### src/rtl/ddr_rd_sched_if.sv
// Burst read-request and read-data channels between the DDR read scheduler and the AXI read master.
// master: scheduler side (issues requests, sinks beats); slave: memory side.
interface ddr_rd_sched_if #(
  parameter int unsigned ADDR_WIDTH = 32,
  parameter int unsigned DATA_WIDTH = 128,
  parameter int unsigned LEN_WIDTH  = 8
);
  logic                  rd_req_valid;
  logic                  rd_req_ready;
  logic [ADDR_WIDTH-1:0] rd_req_addr;
  logic [LEN_WIDTH-1:0]  rd_req_len;
  logic                  rd_data_valid;
  logic [DATA_WIDTH-1:0] rd_data;
  logic                  rd_data_last;

  modport master (
    output rd_req_valid, rd_req_addr, rd_req_len,
    input  rd_req_ready, rd_data_valid, rd_data, rd_data_last
  );

  modport slave (
    input  rd_req_valid, rd_req_addr, rd_req_len,
    output rd_req_ready, rd_data_valid, rd_data, rd_data_last
  );
endinterface

### src/rtl/ddr_rd_sched.sv
// DDR read scheduler: fetches the layer-config word, then arbitrates four streams onto one burst port.
// Define DDR_RD_SCHED_RR_EN for round-robin arbitration; default is fixed priority (ACT highest).
module ddr_rd_sched #(
  parameter int unsigned ADDR_WIDTH = 32,
  parameter int unsigned DATA_WIDTH = 128,
  parameter int unsigned BURST_LEN  = 16,
  parameter int unsigned LEN_WIDTH  = 8
) (
  input  logic                  clk,
  input  logic                  rst_n,
  input  logic                  start,
  input  logic [ADDR_WIDTH-1:0] cfg_base,
  input  logic [ADDR_WIDTH-1:0] act_base,
  input  logic [ADDR_WIDTH-1:0] flgact_base,
  input  logic [ADDR_WIDTH-1:0] wei_base,
  input  logic [ADDR_WIDTH-1:0] flgwei_base,
  input  logic [3:0]            req_vld,
  output logic [3:0]            req_gnt,
  ddr_rd_sched_if.master        ddr,
  output logic [3:0]            out_vld,
  output logic [DATA_WIDTH-1:0] out_data,
  output logic [DATA_WIDTH-1:0] cfg_word,
  output logic                  cfg_vld,
  output logic                  busy,
  output logic                  err
);

  localparam int unsigned BurstBytes = BURST_LEN * DATA_WIDTH / 8;
  localparam int unsigned CntWidth   = $clog2(BURST_LEN + 1);

  typedef enum logic [2:0] {StIdle, StCfgReq, StCfgWait, StArb, StReq, StData} state_e;

  state_e                state_q;
  logic [ADDR_WIDTH-1:0] base_q   [4];
  logic [ADDR_WIDTH-1:0] cursor_q [4];
  logic [1:0]            win_q;
  logic [CntWidth-1:0]   beat_cnt_q;
  logic                  rd_req_valid_q;
  logic [ADDR_WIDTH-1:0] rd_req_addr_q;
  logic [LEN_WIDTH-1:0]  rd_req_len_q;
  logic [3:0]            req_gnt_q;
  logic [3:0]            out_vld_q;
  logic [DATA_WIDTH-1:0] out_data_q;
  logic [DATA_WIDTH-1:0] cfg_word_q;
  logic                  cfg_vld_q;
  logic                  err_q;

  logic [1:0] win_d;
  logic [1:0] idx;
  logic       final_beat;

`ifdef DDR_RD_SCHED_RR_EN
  logic [1:0] rr_ptr_q;
`endif

  // Scan from the highest offset down so the lowest requesting offset is assigned last and wins.
  always_comb begin
    win_d = 2'd0;
    idx   = 2'd0;
    for (int k = 3; k >= 0; k--) begin
`ifdef DDR_RD_SCHED_RR_EN
      idx = rr_ptr_q + 2'(k);
`else
      idx = 2'(k);
`endif
      if (req_vld[idx]) begin
        win_d = idx;
      end
    end
  end

  assign final_beat = (beat_cnt_q == CntWidth'(BURST_LEN - 1));

  always_ff @(posedge clk or negedge rst_n) begin
    if (!rst_n) begin
      state_q        <= StIdle;
      for (int i = 0; i < 4; i++) begin
        base_q[i]   <= '0;
        cursor_q[i] <= '0;
      end
      win_q          <= '0;
      beat_cnt_q     <= '0;
      rd_req_valid_q <= 1'b0;
      rd_req_addr_q  <= '0;
      rd_req_len_q   <= '0;
      req_gnt_q      <= '0;
      out_vld_q      <= '0;
      out_data_q     <= '0;
      cfg_word_q     <= '0;
      cfg_vld_q      <= 1'b0;
      err_q          <= 1'b0;
`ifdef DDR_RD_SCHED_RR_EN
      rr_ptr_q       <= '0;
`endif
    end else begin
      req_gnt_q <= '0;
      out_vld_q <= '0;
      unique case (state_q)
        StIdle: begin
          if (start) begin
            base_q[0] <= act_base;
            base_q[1] <= flgact_base;
            base_q[2] <= wei_base;
            base_q[3] <= flgwei_base;
            for (int i = 0; i < 4; i++) begin
              cursor_q[i] <= '0;
            end
            cfg_vld_q      <= 1'b0;
            err_q          <= 1'b0;
            rd_req_valid_q <= 1'b1;
            rd_req_addr_q  <= cfg_base;
            rd_req_len_q   <= '0;
            state_q        <= StCfgReq;
          end
        end
        StCfgReq: begin
          if (ddr.rd_req_ready) begin
            rd_req_valid_q <= 1'b0;
            state_q        <= StCfgWait;
          end
        end
        StCfgWait: begin
          if (ddr.rd_data_valid) begin
            cfg_word_q <= ddr.rd_data;
            cfg_vld_q  <= 1'b1;
            if (!ddr.rd_data_last) begin
              err_q <= 1'b1;
            end
            state_q <= StArb;
          end
        end
        StArb: begin
          if (|req_vld) begin
            win_q          <= win_d;
            rd_req_addr_q  <= base_q[win_d] + cursor_q[win_d];
            rd_req_len_q   <= LEN_WIDTH'(BURST_LEN - 1);
            rd_req_valid_q <= 1'b1;
            state_q        <= StReq;
          end
        end
        StReq: begin
          if (ddr.rd_req_ready) begin
            rd_req_valid_q  <= 1'b0;
            req_gnt_q       <= 4'b0001 << win_q;
            cursor_q[win_q] <= cursor_q[win_q] + ADDR_WIDTH'(BurstBytes);
            beat_cnt_q      <= '0;
`ifdef DDR_RD_SCHED_RR_EN
            rr_ptr_q        <= win_q + 2'd1;
`endif
            state_q         <= StData;
          end
        end
        StData: begin
          if (ddr.rd_data_valid) begin
            out_vld_q  <= 4'b0001 << win_q;
            out_data_q <= ddr.rd_data;
            beat_cnt_q <= beat_cnt_q + 1'b1;
            // A last marker that disagrees with the beat count ends the burst early and flags it.
            if (ddr.rd_data_last != final_beat) begin
              err_q <= 1'b1;
            end
            if (ddr.rd_data_last || final_beat) begin
              state_q <= StArb;
            end
          end
        end
        default: state_q <= StIdle;
      endcase
    end
  end

  assign ddr.rd_req_valid = rd_req_valid_q;
  assign ddr.rd_req_addr  = rd_req_addr_q;
  assign ddr.rd_req_len   = rd_req_len_q;
  assign req_gnt          = req_gnt_q;
  assign out_vld          = out_vld_q;
  assign out_data         = out_data_q;
  assign cfg_word         = cfg_word_q;
  assign cfg_vld          = cfg_vld_q;
  assign err              = err_q;
  assign busy             = (state_q != StIdle);

endmodule

### src/flat_wrapper.sv
// flat-port wrapper written by rule: the top's interface ports become plain ports
module ddr_rd_sched_flat 
#(
  parameter int unsigned ADDR_WIDTH = 32,
  parameter int unsigned DATA_WIDTH = 128,
  parameter int unsigned BURST_LEN  = 16,
  parameter int unsigned LEN_WIDTH  = 8
)
  (clk, rst_n, start, cfg_base, act_base, flgact_base, wei_base, flgwei_base, req_vld, req_gnt, out_vld, out_data, cfg_word, cfg_vld, busy, err, ddr_rd_req_valid, ddr_rd_req_addr, ddr_rd_req_len, ddr_rd_req_ready, ddr_rd_data_valid, ddr_rd_data, ddr_rd_data_last);
  ddr_rd_sched_if #(.ADDR_WIDTH(ADDR_WIDTH), .DATA_WIDTH(DATA_WIDTH), .LEN_WIDTH(LEN_WIDTH)) ddr_i ();
  input  logic clk;
  input  logic rst_n;
  input  logic start;
  input  logic [ADDR_WIDTH-1:0] cfg_base;
  input  logic [ADDR_WIDTH-1:0] act_base;
  input  logic [ADDR_WIDTH-1:0] flgact_base;
  input  logic [ADDR_WIDTH-1:0] wei_base;
  input  logic [ADDR_WIDTH-1:0] flgwei_base;
  input  logic [3:0] req_vld;
  output logic [3:0] req_gnt;
  output logic [3:0] out_vld;
  output logic [DATA_WIDTH-1:0] out_data;
  output logic [DATA_WIDTH-1:0] cfg_word;
  output logic cfg_vld;
  output logic busy;
  output logic err;
  output wire logic [$bits(ddr_i.rd_req_valid)-1:0] ddr_rd_req_valid;
  output wire logic [$bits(ddr_i.rd_req_addr)-1:0] ddr_rd_req_addr;
  output wire logic [$bits(ddr_i.rd_req_len)-1:0] ddr_rd_req_len;
  input wire logic [$bits(ddr_i.rd_req_ready)-1:0] ddr_rd_req_ready;
  input wire logic [$bits(ddr_i.rd_data_valid)-1:0] ddr_rd_data_valid;
  input wire logic [$bits(ddr_i.rd_data)-1:0] ddr_rd_data;
  input wire logic [$bits(ddr_i.rd_data_last)-1:0] ddr_rd_data_last;
  assign ddr_rd_req_valid = ddr_i.rd_req_valid;
  assign ddr_rd_req_addr = ddr_i.rd_req_addr;
  assign ddr_rd_req_len = ddr_i.rd_req_len;
  assign ddr_i.rd_req_ready = ddr_rd_req_ready;
  assign ddr_i.rd_data_valid = ddr_rd_data_valid;
  assign ddr_i.rd_data = ddr_rd_data;
  assign ddr_i.rd_data_last = ddr_rd_data_last;
  ddr_rd_sched #(.ADDR_WIDTH(ADDR_WIDTH), .DATA_WIDTH(DATA_WIDTH), .BURST_LEN(BURST_LEN), .LEN_WIDTH(LEN_WIDTH)) u_core (.clk(clk), .rst_n(rst_n), .start(start), .cfg_base(cfg_base), .act_base(act_base), .flgact_base(flgact_base), .wei_base(wei_base), .flgwei_base(flgwei_base), .req_vld(req_vld), .req_gnt(req_gnt), .ddr(ddr_i), .out_vld(out_vld), .out_data(out_data), .cfg_word(cfg_word), .cfg_vld(cfg_vld), .busy(busy), .err(err));
endmodule
### config.mk
export PLATFORM = sky130hd
export DESIGN_NAME = ddr_rd_sched_flat
export DESIGN_NICKNAME = d
export VERILOG_FILES = /design/src/rtl/ddr_rd_sched_if.sv /design/src/rtl/ddr_rd_sched.sv /design/src/flat_wrapper.sv
export SDC_FILE = /design/constraint.sdc
export NUM_CORES = 1
export LEC_CHECK = 0
export ABC_AREA = 0
export BUFFER_PORTS_ARGS = -buffer_cell sky130_fd_sc_hd__buf_2
export CORE_AREA = 2 2 239 241
export DETAILED_ROUTE_END_ITERATION = 8
export DIE_AREA = 0 0 241 243
export HOLD_SLACK_MARGIN = 0.05
export PLACE_DENSITY = 0.73
export RECOVER_POWER = 100
export SLEW_MARGIN = 20
export SYNTH_ARGS = -nofsm -noshare
export SYNTH_HDL_FRONTEND = slang
export SYNTH_SLANG_ARGS = --single-unit
### constraint.sdc
create_clock -name clk -period 10 [get_ports clk]
set_input_delay 1 -clock clk [delete_from_list [all_inputs] [get_ports clk]]
set_output_delay 1 -clock clk [all_outputs]
set_load 0.02 [all_outputs]
After elaboration in Yosys (flattened, before gate mapping)
Cells that the tools add are included.
Widths: inputs -> output; s select.

cells by class
  add/sub/neg operators = 3
  $lt $le $gt $ge = 3
  equality and inequality tests = 17
  shift operators = 1
  muxes and demuxes = 52
  bitwise operators = 2
  reduce and logical (&&, ||, !) cells = 23

operators by type and width
  cell                   number
  $mux 32                9
  $mux 128               2
  $pmux 128 s2           1
  $bmux 32 s2            3
  $bwmux 128             1
  $demux 32 s2           1
  $pmux 32 s2            1
  $add 32x32->32         1
  $add 32x9->32 const B  1
  $mux 3                 7
  $pmux 3 s6             1
  $mux 4                 4
  $mux 8                 2
  $pmux 8 s2             1
  $ne 2x2->1 const B     6
  $reduce_and 3->1       4
  $mux 5                 2
  $pmux 5 s2             1
  $mux 1                 9
  $reduce_bool 3->1      3
  $mux 2                 4
  $ne 2x1->1 const B     4
  $reduce_and 2->1       4
  $reduce_bool 2->1      4
  20 further kinds       25

word-level totals
  flip-flop bits (word level) = 573
  input port bits = 298
  output and inout bits = 308
  logic and storage cells = 121

Longest topological paths before layout
  depth in word-level cells = 11
  gate-level depth with buffers = 17
  gate-level depth less buffers = 15

Worst setup path before layout
OpenSTA, ideal clock, no wires.

  path kind = input-to-reg
  from = input port req_vld[2]
  to = register u_core.rd_req_addr_q[28] (netlist: u_core.ddr.rd_req_addr[28])
  data arrival time = 4.866 ns
  slack = 5.000 ns
  stages on the path = 17
  buffers on the path = 2
  cell sequence = inv_1 > a21oi_1 > nor2_1 > buf_1 > buf_1 > mux4_2 > ha_1 > fa_1 > a211oi_1 > o21a_1 > o221ai_1 > a31oi_1 > nor3_2 > o21bai_1 > a211oi_1 > xor2_1 > o21ai_0

on the way
  cells in the longest elaborated chain, start to end = 10

RTL lines
  item                                        RTL line             RTL
  start: declaration                          flat_wrapper.sv:19   input logic [3:0] req_vld;
  $mux 2 (3 in a row)                         ddr_rd_sched.sv:66   if (req_vld[idx]) begin
  $not 2->3 (implied by the code)             ddr_rd_sched.sv:135  rd_req_addr_q <= base_q[win_d] + cursor_q[win_d];
  $bmux 32 s2                                 ddr_rd_sched.sv:135
  $mux 32 (implied by the code) (2 in a row)  ddr_rd_sched.sv:135
  $add 32x32->32                              ddr_rd_sched.sv:135
  $mux 32                                     ddr_rd_sched.sv:133  if (|req_vld) begin
  $pmux 32 s2                                 ddr_rd_sched.sv:98   unique case (state_q)
  end signal: assignment                      ddr_rd_sched.sv:111  rd_req_addr_q <= cfg_base;
  end signal: assignment                      ddr_rd_sched.sv:135
  end: declaration                            ddr_rd_sched.sv:39   logic [ADDR_WIDTH-1:0] rd_req_addr_q;

Parallel ways exist; a longest one is shown, timed or not. The select of a mux whose other input is x is not followed.
A chain may end at the register's enable or synchronous reset.

Worst setup path in the final report
  from = register u_core.state_q[1]
  to = register u_core.rd_req_addr_q[24] (netlist: u_core.ddr.rd_req_addr[24])

on the way
  cells in the longest elaborated chain, start to end = 3

RTL lines
  item                                           RTL line             RTL
  start: declaration                             ddr_rd_sched.sv:33   state_e state_q;
  start signal: assignment                       ddr_rd_sched.sv:76   state_q <= StIdle;
  start signal: assignment                       ddr_rd_sched.sv:113  state_q <= StCfgReq;
  start signal: assignment                       ddr_rd_sched.sv:119  state_q <= StCfgWait;
  $eq 3x2->1 or $logic_not 3->1 (tied branches)  ddr_rd_sched.sv:98
  $ne 2x1->1 (no line) (tied with other cells)   --
  $reduce_and 3->1 (no line)                     --

Parallel ways exist; a longest one is shown, timed or not.

==> results.yml <==
timing:
  setup_viol_count_final: 0
  timing.final.crit_share_pct: 67.3
  fin_tns_setup_ns: 0
  finalHoldViolations: 0
  rsz0062_at_grt: "false"
  final.min_clock_period_ns: 6.73
  worst_max_slew_pin_slew_ns: 6.14
  clock.fmax_mhz: 149
  slew_violations: 877
  final.setup_skew_ns: 0.0275
  slew_headroom_pct: -309
  finalHoldWorstSlack_ns: 0.471
finish:
  fin_cells: 3774
  layout-drive-gt1-share_pct: 20.7
  multi_input_area_mm2: 0.0104
  most-common-layout-cells: "sky130_fd_sc_hd__nand2_1 (917), sky130_fd_sc_hd__dfrtp_1 (566), sky130_fd_sc_hd__clkbuf_1 (328)"
  area.growth.synth_to_final_pct: 20.5
  ff_latch_area_mm2: 0.0142
  finalNetCount: 3302
  most_common_cell_after_layout_fill_and_taps_aside: "sky130_fd_sc_hd__nand2_1"
  filler_cell_count: 5032
  finalInstanceArea_mm2: 0.0305
worst_setup_path:
  critPathRequiredTime_ns: 10.50
  arrival_ns: 7.23
  cp-end-kind: "flop"
  cp_common_cell: "sky130_fd_sc_hd__or3_1"
  setup.worst_path.start_class: "flop"
  worstReg2RegEnd: "u_core.ddr.rd_req_addr[24]$_DFFE_PN0P_"
  crit_chain: "or3_1 > nor2_1 > or3_1 > clkbuf_1 > o22ai_1 > a21oi_1"
  criticalPathCategory: "reg -> reg"
  worst_case_reg_to_reg_path_depth: 6
  cp_max_fo: 85
  timing.critical_path.buf_inv: 1
  timing.reg2reg.setup_slack_ns: 3.27
  critPathTopFamily: "simple AND/OR/NAND/NOR gates"
  critPathMaxStageDelay_ns: 2.46
  regToRegStartpoint: "u_core.state_q[1]$_DFFE_PN0P_"
  critical_path.slowest_cell: "sky130_fd_sc_hd__clkbuf_1"
grt:
  grt_max_degree: 156
  grt_pass1_vias: 20800
  grt_antenna_before_repair: 10
  grt-ovfl-total: 0
  grt_pass1_wl_um: 124000
  groute.usage.overall_pct: 27.6
flow_run:
  maxCapViolCount: 15
floorplanning:
  die-area_mm2: 0.0586
  placement_rows: 87
  dieWidth_um: 241
  initial_utilization_pct: 45.2
  die_height_um: 243
  placeableCoreArea_mm2: 0.0560
  top_level_ports: 606
min_path:
  worst_hold_path_type: "reg -> reg"
  worstHoldStart: "u_core.out_data[39]$_DFFE_PN0P_"
  min_delay_worst_endpoint: "u_core.out_data[39]$_DFFE_PN0P_"
  hold_depth: 2
synthesis:
  synth_top_flop_cell: "sky130_fd_sc_hd__dfrtp_1"
  ys_types: 61
  yosys_warnings: 0
  synthesized_area_divided_by_synthesized_cell_count_um2: 10.5
  share_of_async_settable_or_async_resettable_flops_after_synthesis_pct: 100
  netlist_area_mm2: 0.0253
  synth.yosys.seq_area_share_pct: 56.0
  edff_count_synth: 0
  ys_seq_elements: 566
  post_synth_inst_count: 2419
clock_tree:
  clock_latency_ns: 0.62
  post_cts_hold_buffer_count: 0
  tritoncts: "built"
  cts_resized: 0
  clk_root_buffer_cell: "sky130_fd_sc_hd__clkbuf_16"
  cts_setup_buffers: 0
  ctsLongestPathBuffers: 3
  clkSlewWorstSetupHoldPaths_ns: 0.06
  cts.sink_count: 566
  htreeDepth: 2
  tritoncts.num_buffers: 59
detailed_routing:
  routed-via-count: 20400
  route.detailed.drc: 0
  drt_pass1_iterations: 5
  final_antenna_net_count: 0
  avgRoutedWirePerCell_um: 21.4
  dr.first_iter.drc_count: 1436
  routed_via_density: 5.40
  wirelength_routed_um: 80900
power:
  totalPowerFinal_mw: 9.89
  vdd_ir_drop_max_uv: 250
  powerDensity_mw_per_mm2: 324
  leakage_nw: 14.7
placed_design:
  hpwl_um: 59300
  port_buffers: 601
  gp_congestion: 0.905
  place_area_mm2: 0.0289
  placed_cells: 3663
run_status:
  status: "finished with violations"
  violations: "max-capacitance violations, max-slew violations"
cells by family after synthesis:
logic type / Yosys count / synth area share [%]
simple gates: 1091 / 17.4
flops: 566 / 56.0
compound gates: 287 / 6.38
mux: 214 / 13.5
buf+inv: 168 / 2.91
xor+xnor: 56 / 1.97
fa+ha+maj: 36 / 1.81
other cells: 1 / 0.0148
report_power, final:
part	switching, mW	internal, mW	total, mW
clock	0.946	1.37	2.32
sequential	0.547	3.17	3.72
combinational	2.65	1.21	3.86
sequential cells by signal, indices dropped and copies added, names as in the netlist:
register                 cells
u_core.base_q              128
u_core.cfg_word            128
u_core.cursor_q            128
u_core.out_data            128
u_core.ddr.rd_req_addr      32
u_core.beat_cnt_q            5
u_core.out_vld               4
u_core.req_gnt               4
u_core.state_q               3
u_core.win_q                 2
u_core.cfg_vld               1
u_core.ddr.rd_req_len        1
u_core.ddr.rd_req_valid      1
u_core.err                   1
worst register-to-register path: cells and delay by family (launching register included):
kind,cells,cell delay (ns)
flops,1,0.52
buf+inv,1,2.48
compound gates,2,0.87
simple gates,3,2.75
per-layer routing:
layer	track usage, %	vias to the layer above	routed length (um)
met5	0	-	47
met4	12.8	8	4390
met3	5.97	183	6560
met2	46.5	961	39800
met1	33.7	10100	30100
li1	-	9173	-
worst max path at each step:
stage,startpoint,to,cells after the start
detailed placement,req_vld[2],u_core.ddr.rd_req_addr[28]$_DFFE_PN0P_,17
CTS,req_vld[2],u_core.ddr.rd_req_addr[28]$_DFFE_PN0P_,17
finish,u_core.state_q[1]$_DFFE_PN0P_,u_core.ddr.rd_req_addr[24]$_DFFE_PN0P_,6
global placement,req_vld[2],u_core.ddr.rd_req_addr[28]$_DFFE_PN0P_,17
global route,u_core.state_q[1]$_DFFE_PN0P_,u_core.ddr.rd_req_addr[24]$_DFFE_PN0P_,6
floorplan,req_vld[2],u_core.ddr.rd_req_addr[28]$_DFFE_PN0P_,17
cell usage after synthesis (13+ instances only):
cell type / n / area, um^2
sky130_fd_sc_hd__and3_1: 13 / 81.3
sky130_fd_sc_hd__ha_1: 35 / 438
sky130_fd_sc_hd__clkbuf_1: 106 / 398
sky130_fd_sc_hd__dfrtp_1: 566 / 14200
sky130_fd_sc_hd__a21oi_1: 65 / 325
sky130_fd_sc_hd__a21o_1: 17 / 128
sky130_fd_sc_hd__inv_1: 22 / 82.6
sky130_fd_sc_hd__xnor2_1: 29 / 254
sky130_fd_sc_hd__nor2_1: 55 / 206
sky130_fd_sc_hd__nand2_1: 917 / 3440
sky130_fd_sc_hd__xor2_1: 26 / 228
sky130_fd_sc_hd__o21ai_0: 141 / 706
sky130_fd_sc_hd__and2_1: 37 / 231
sky130_fd_sc_hd__nand3_1: 20 / 100
sky130_fd_sc_hd__mux4_1: 15 / 394
sky130_fd_sc_hd__mux4_2: 69 / 1550
sky130_fd_sc_hd__mux2_2: 128 / 1440
sky130_fd_sc_hd__buf_2: 14 / 70.1
metrics by stage:
stage | worst slack, ns | utilization (%)
6_report | 3.27 | 54.5
2_1_floorplan | 5.00 | -
3_3_place_gp | 4.20 | 51.7
4_1_cts | 4.74 | 55.3
5_1_grt | 2.54 | 54.5
3_5_place_dp | 4.12 | 51.7
layout make-up:
cell class | instances | area share, %
diodes | 4 | 0.0328
clock buffers | 80 | 5.56
clock inverters | 27 | 1.16
inverters | 22 | 0.271
multi-input cells | 1688 | 34.2
flip-flops and latches | 566 | 46.4
well taps | 756 | 3.10
repair buffers | 631 | 9.24
Power figures use the tool's default switching activity.
